[config.mk]
export PLATFORM = sky130hd
export DESIGN_NAME = serdes_word_aligner
export DESIGN_NICKNAME = d
export VERILOG_FILES = /design/src/rtl/serdes_align_pkg.sv /design/src/rtl/serdes_word_aligner.sv
export SDC_FILE = /design/constraint.sdc
export NUM_CORES = 1
export LEC_CHECK = 0
export ABC_CLOCK_PERIOD_IN_PS = 4300
export CAP_MARGIN = 0
export CORE_UTILIZATION = 55
export CTS_CLUSTER_SIZE = 20
export DETAILED_ROUTE_END_ITERATION = 8
export PLACE_DENSITY = 0.88
export SYNTH_ARGS = -nofsm -noshare
export SYNTH_HDL_FRONTEND = slang
export SYNTH_SLANG_ARGS = --single-unit
export TNS_END_PERCENT = 100
[constraint.sdc]
create_clock -name fabric_clk_div -period 4.3 [get_ports fabric_clk_div]
set_input_delay 0.86 -clock fabric_clk_div [delete_from_list [all_inputs] [get_ports fabric_clk_div]]
set_output_delay 0.86 -clock fabric_clk_div [all_outputs]
set_load 0.005 [all_outputs]
[src/rtl/serdes_align_pkg.sv]
// Shared types and helpers for the I_SERDES word aligner.
package serdes_align_pkg;

  typedef enum logic [2:0] {
    ST_IDLE    = 3'd0,
    ST_SEARCH  = 3'd1,
    ST_SLIP    = 3'd2,
    ST_SETTLE  = 3'd3,
    ST_CONFIRM = 3'd4,
    ST_LOCKED  = 3'd5,
    ST_FAIL    = 3'd6
  } align_state_t;

  localparam int unsigned MAX_WIDTH = 10;
  localparam logic [MAX_WIDTH-1:0] DEFAULT_TRAIN_PATTERN = 10'h3E0;

  // Rotate the low `width` bits of `word` left by `amount`, as a bitslip would.
  function automatic logic [MAX_WIDTH-1:0] rotl_word(input logic [MAX_WIDTH-1:0] word,
                                                     input int unsigned amount,
                                                     input int unsigned width);
    logic [MAX_WIDTH-1:0] mask;
    logic [MAX_WIDTH-1:0] r;
    mask = 10'h3FF >> (MAX_WIDTH - width);
    r = word & mask;
    for (int i = 0; i < int'(amount % width); i++) begin
      r = ((r << 1) | (r >> (width - 1))) & mask;
    end
    return r;
  endfunction

endpackage

[src/rtl/serdes_word_aligner.sv]
// Drives I_SERDES BITSLIP_ADJ until the training pattern lines up, then
// reports alignment and, in training mode, re-acquires on sustained loss.
module serdes_word_aligner
  import serdes_align_pkg::*;
#(
  parameter int unsigned       WIDTH         = 10,
  parameter logic [WIDTH-1:0]  TRAIN_PATTERN = DEFAULT_TRAIN_PATTERN[WIDTH-1:0],
  parameter int unsigned       SLIP_SETTLE   = 4,
  parameter int unsigned       LOCK_COUNT    = 8,
  parameter int unsigned       UNLOCK_COUNT  = 4
) (
  input  logic                      fabric_clk_div,
  input  logic                      reset_buf_n,
  input  logic                      enable,
  input  logic                      train_mode,
  input  logic                      dpa_lock,
  input  logic                      data_valid,
  input  logic [WIDTH-1:0]          data_in,
  output logic                      bitslip_adj,
  output logic                      aligned,
  output logic [$clog2(WIDTH)-1:0]  slip_count,
  output logic                      align_error
);

  localparam int unsigned SCW = $clog2(WIDTH);
  localparam int unsigned AW  = $clog2(WIDTH + 1);
  localparam int unsigned MW  = $clog2(LOCK_COUNT + 1);
  localparam int unsigned UW  = $clog2(UNLOCK_COUNT + 1);
  localparam int unsigned SW  = $clog2(SLIP_SETTLE + 1);

  localparam logic [SCW-1:0] SLIP_MAX     = SCW'(WIDTH - 1);
  localparam logic [AW-1:0]  ATTEMPT_LAST = AW'(WIDTH - 1);
  localparam logic [MW-1:0]  MATCH_LAST   = MW'(LOCK_COUNT - 1);
  localparam logic [UW-1:0]  MISS_LAST    = UW'(UNLOCK_COUNT - 1);
  localparam logic [SW-1:0]  SETTLE_LAST  = SW'(SLIP_SETTLE - 1);

  align_state_t   state_r;
  logic [AW-1:0]  attempt_r;
  logic [MW-1:0]  match_r;
  logic [UW-1:0]  miss_r;
  logic [SW-1:0]  settle_r;
  logic           match_s;

  assign match_s = (data_in == TRAIN_PATTERN);

  // Alignment FSM; every output is a register written here.
  always_ff @(posedge fabric_clk_div or negedge reset_buf_n) begin
    if (!reset_buf_n) begin
      state_r     <= ST_IDLE;
      attempt_r   <= {AW{1'b0}};
      match_r     <= {MW{1'b0}};
      miss_r      <= {UW{1'b0}};
      settle_r    <= {SW{1'b0}};
      bitslip_adj <= 1'b0;
      aligned     <= 1'b0;
      slip_count  <= {SCW{1'b0}};
      align_error <= 1'b0;
    end else if (!enable || !dpa_lock) begin
      // Loss of enable or DPA lock pre-empts everything; slip_count keeps
      // tracking the deserializer bit position.
      state_r     <= ST_IDLE;
      attempt_r   <= {AW{1'b0}};
      match_r     <= {MW{1'b0}};
      miss_r      <= {UW{1'b0}};
      settle_r    <= {SW{1'b0}};
      bitslip_adj <= 1'b0;
      aligned     <= 1'b0;
      if (!enable) begin
        align_error <= 1'b0;
      end
    end else begin
      bitslip_adj <= 1'b0;
      case (state_r)
        ST_IDLE: begin
          aligned   <= 1'b0;
          attempt_r <= {AW{1'b0}};
          match_r   <= {MW{1'b0}};
          miss_r    <= {UW{1'b0}};
          state_r   <= ST_SEARCH;
        end
        ST_SEARCH: begin
          if (data_valid) begin
            if (!match_s) begin
              bitslip_adj <= 1'b1;
              state_r     <= ST_SLIP;
            end else if (LOCK_COUNT == 1) begin
              aligned   <= 1'b1;
              attempt_r <= {AW{1'b0}};
              miss_r    <= {UW{1'b0}};
              state_r   <= ST_LOCKED;
            end else begin
              match_r <= MW'(1);
              state_r <= ST_CONFIRM;
            end
          end
        end
        ST_SLIP: begin
          slip_count <= (slip_count == SLIP_MAX) ? {SCW{1'b0}} : slip_count + SCW'(1);
          attempt_r  <= attempt_r + AW'(1);
          settle_r   <= {SW{1'b0}};
          if (attempt_r == ATTEMPT_LAST) begin
            align_error <= 1'b1;
            state_r     <= ST_FAIL;
          end else begin
            state_r <= ST_SETTLE;
          end
        end
        ST_SETTLE: begin
          if (data_valid) begin
            if (settle_r == SETTLE_LAST) begin
              settle_r <= {SW{1'b0}};
              state_r  <= ST_SEARCH;
            end else begin
              settle_r <= settle_r + SW'(1);
            end
          end
        end
        ST_CONFIRM: begin
          if (data_valid) begin
            if (!match_s) begin
              match_r     <= {MW{1'b0}};
              bitslip_adj <= 1'b1;
              state_r     <= ST_SLIP;
            end else if (match_r == MATCH_LAST) begin
              match_r   <= {MW{1'b0}};
              aligned   <= 1'b1;
              attempt_r <= {AW{1'b0}};
              miss_r    <= {UW{1'b0}};
              state_r   <= ST_LOCKED;
            end else begin
              match_r <= match_r + MW'(1);
            end
          end
        end
        ST_LOCKED: begin
          // Payload mode cannot be compared against the pattern, so lock is held.
          if (!train_mode) begin
            miss_r <= {UW{1'b0}};
          end else if (data_valid) begin
            if (match_s) begin
              miss_r <= {UW{1'b0}};
            end else if (miss_r == MISS_LAST) begin
              miss_r  <= {UW{1'b0}};
              aligned <= 1'b0;
              state_r <= ST_SEARCH;
            end else begin
              miss_r <= miss_r + UW'(1);
            end
          end
        end
        ST_FAIL: begin
          align_error <= 1'b1;
        end
        default: begin
          aligned <= 1'b0;
          state_r <= ST_IDLE;
        end
      endcase
    end
  end

endmodule

==> results.sh <==
export IMPL_cp_max_fo=14
export IMPL_power_density_nw_per_um2=250
export IMPL_setup_viol=0
export IMPL_yosysSeqAreaShare_pct=40.6
export IMPL_grt_max_degree=25
export IMPL_vias=1344
export IMPL_placed_cells=208
export IMPL_status="finished, final reports clean"
export IMPL_ant_nets=0
export IMPL_die_w_um=53.9
export IMPL_p_leak_nw=0.700
export IMPL_clk_pin_slew_ns=0.13
export IMPL_cts_tree="built"
export IMPL_drv_cap=0
export IMPL_core_sq_um=2500
export IMPL_nets=204
export IMPL_grt_pass1_wl_mm=5.55
export IMPL_yosysWarnings=0
export IMPL_rsz0062_at_grt="false"
export IMPL_crit_required_ns=4.51
export IMPL_fp_row_count=18
export IMPL_numCtsBuffers=3
export IMPL_first_global_vias=1223
export IMPL_ctsHoldBuffers=0
export IMPL_crit_path_start_kind="input pin"
export IMPL_startpoint="enable"
export IMPL_finalWorstPathRequiredPeriod_ns=2.69
export IMPL_cts_root_buf="clkbuf_4"
export IMPL_cts_sinks=24
export IMPL_area_growth_pct=18.3
export IMPL_finalCritPeriodShare_pct=62.7
export IMPL_worst_pin_slew_ns=1.04
export IMPL_fin_cells=212
export IMPL_synth_cell_types=50
export IMPL_drcViolationCount=0
export IMPL_die_h_um=53.9
export IMPL_grt_ovfl_total=0
export IMPL_nFillCells=200
export IMPL_hold_class="flop to flop"
export IMPL_clk_latency_ns=0.31
export IMPL_layout_common_cells="dfrtp_1 (24), clkdlybuf4s50_1 (22), nand2_1 (17)"
export IMPL_routed_wl_mm=3.44
export IMPL_setup_tns_ns=0
export IMPL_final_common_cell="dfrtp_1"
export IMPL_drv_slew=0
export IMPL_n_antenna_cell=0
export IMPL_max_clock_freq_ghz=0.371
export IMPL_gp_congestion=0.862
export IMPL_vias_per_cell=6.34
export IMPL_cts_buffer_depth=2
export IMPL_crit_path_end_kind="flop"
export IMPL_dr_pass1_iters=4
export IMPL_dieArea_sq_um=2900
export IMPL_syn_nets=183
export IMPL_placed_area_sq_um=1710
export IMPL_start_util_pct=59.2
export IMPL_cts_resized=0
export IMPL_routedWlPerCell_um=16.2
export IMPL_h_tree_depth=1
export IMPL_avgSynthCellArea_sq_um=9.13
export IMPL_multiInputGateArea_sq_um=825
export IMPL_min_delay_start="align_error$_DFFE_PN0P_"
export IMPL_fin_worst_skew_ns=0.00131
export IMPL_grtUsageTotal_pct=26.8
export IMPL_worstReg2RegStart="state_r[0]$_DFFE_PN0P_"
export IMPL_antenna_found_initial=0
export IMPL_slew_headroom_pct=30.1
export IMPL_drt_iter0_drc=40
export IMPL_stdcell_area_sq_um=1750
export IMPL_post_cts_buffers=0
export IMPL_netlist_area_sq_um=1480
export IMPL_ios=23
export IMPL_dp_hpwl_mm=2.55
export IMPL_ir_worst_vdd_v=0.000196
export IMPL_syn_inst=162
export IMPL_yosys_register_bits=24
export IMPL_layout_drive_gt1_share_pct=7.14
export IMPL_port_buffers=22
export IMPL_finalHoldViolCount=0
export IMPL_cp_arrival_ns=2.91
export IMPL_crit_type="input pin to flop"
export IMPL_seqCellArea_sq_um=601
path summary, 6_finish.rpt:
check	slack, ns	end	depth (start not counted)
max	1.61	miss_r[1]$_DFFE_PN0P_	5
min	0.53	align_error$_DFFE_PN0P_	1
max reg2reg	2.18	miss_r[1]$_DFFE_PN0P_	4
min reg2reg	0.53	align_error$_DFFE_PN0P_	1
max in group asynchronous	2.58	attempt_r[2]$_DFFE_PN0P_	1
min in group asynchronous	1.10	match_r[2]$_DFFE_PN0P_	1
sequential cells by signal (all words and copies together) (netlist names):
name and count:
miss_r 3, state_r 3, slip_count 4, align_error 1
aligned 1, bitslip_adj 1, attempt_r 4, settle_r 3
match_r 4
power by group:
part / internal [mW] / switching (mW)
clock network: 0.0517 / 0.0681
logic: 0.0372 / 0.0298
registers: 0.234 / 0.0158
cells by family (layout without fill, tap and decap cells):
| family | Yosys count | in the layout | synth area share (%) |
|---|---|---|---|
| buf+inv | 14 | 34 | 3.64 |
| flops | 24 | 24 | 40.6 |
| mux | 5 | 5 | 3.72 |
| xor+xnor | 3 | 3 | 1.78 |
| simple gates | 69 | 69 | 25.9 |
| compound gates | 41 | 41 | 19.5 |
| fa+ha+maj | 6 | 6 | 4.91 |
per-layer routing:
metal  routed length [um]  vias to the layer above  share of wire [%]  global-route usage (%)
met5                    0                        -                  0                       0
met4                   38                        0                1.1                    8.77
met3                  128                        4                3.7                    3.95
met2                 1820                       42                 53                    47.7
met1                 1450                      656                 42                    32.6
li1                     -                      642                  -                       -
per-stage QoR:
step                      power [mW]  setup WS, ns  hold slack (ns)  utilization (%)
after floorplan                0.280          1.87            0.466                -
after CTS                      0.440          1.64            0.535             70.0
after detailed placement       0.321          1.31            0.502             68.5
after global routing           0.453          1.55            0.545             70.0
final                          0.437          1.61            0.533             70.0
after global placement         0.318          1.34            0.482             68.5
final cells by class:
class	count	share of cell area, %
Multi-Input combinational cell	124	47.1
Sequential cell	24	34.3
Timing Repair Buffer	22	12.6
Tap cell	30	2.15
Clock buffer	4	2.07
Inverter	8	1.72
cell usage after synthesis, drive strengths merged:
| cell | instances | area (sq um) |
|---|---|---|
| or3 | 3 | 23.8 |
| dfrtp | 24 | 601 |
| nor3 | 8 | 51.3 |
| or2b | 1 | 7.51 |
| o2111a | 1 | 11.3 |
| o21a | 2 | 15.0 |
| maj3 | 1 | 10.0 |
| nor4 | 3 | 18.8 |
| ha | 5 | 62.6 |
| a32oi | 1 | 8.76 |
| a2111oi | 1 | 8.76 |
| o2111ai | 1 | 8.76 |
| o41ai | 1 | 8.76 |
| o32ai | 1 | 16.3 |
| a211oi | 1 | 7.51 |
| nand2 | 17 | 63.8 |
| a31oi | 2 | 12.5 |
| o22ai | 2 | 12.5 |
| o21bai | 1 | 7.51 |
| o21ai | 10 | 50.1 |
| a22oi | 1 | 7.51 |
| clkbuf | 4 | 15.0 |
| mux2 | 4 | 45.0 |
| o311a | 1 | 10.0 |
| nand2b | 6 | 37.5 |
| inv | 8 | 30.0 |
| o31ai | 3 | 22.5 |
| o2bb2ai | 1 | 8.76 |
| a22o | 1 | 8.76 |
| and4b | 1 | 10.0 |
| nand3 | 11 | 60.1 |
| xnor2 | 2 | 17.5 |
| o211ai | 1 | 7.51 |
| nor3b | 2 | 15.0 |
| mux2i | 1 | 10.0 |
| nand3b | 2 | 15.0 |
| buf | 2 | 8.75 |
| or4 | 2 | 18.8 |
| a21oi | 7 | 35.0 |
| xor2 | 1 | 8.76 |
| nor2b | 1 | 6.26 |
| nand4 | 3 | 18.8 |
| and2 | 1 | 6.26 |
| a32o | 2 | 20.0 |
| nor2 | 8 | 30.0 |
critical path, stage by stage:
cell,delay [ns]
clkdlybuf4s50_1,0.52
nand2_1,0.29
or3_1,0.51
o22ai_1,0.35
mux2_2,0.38
Note: power is estimated with default switching activity, not from simulation.
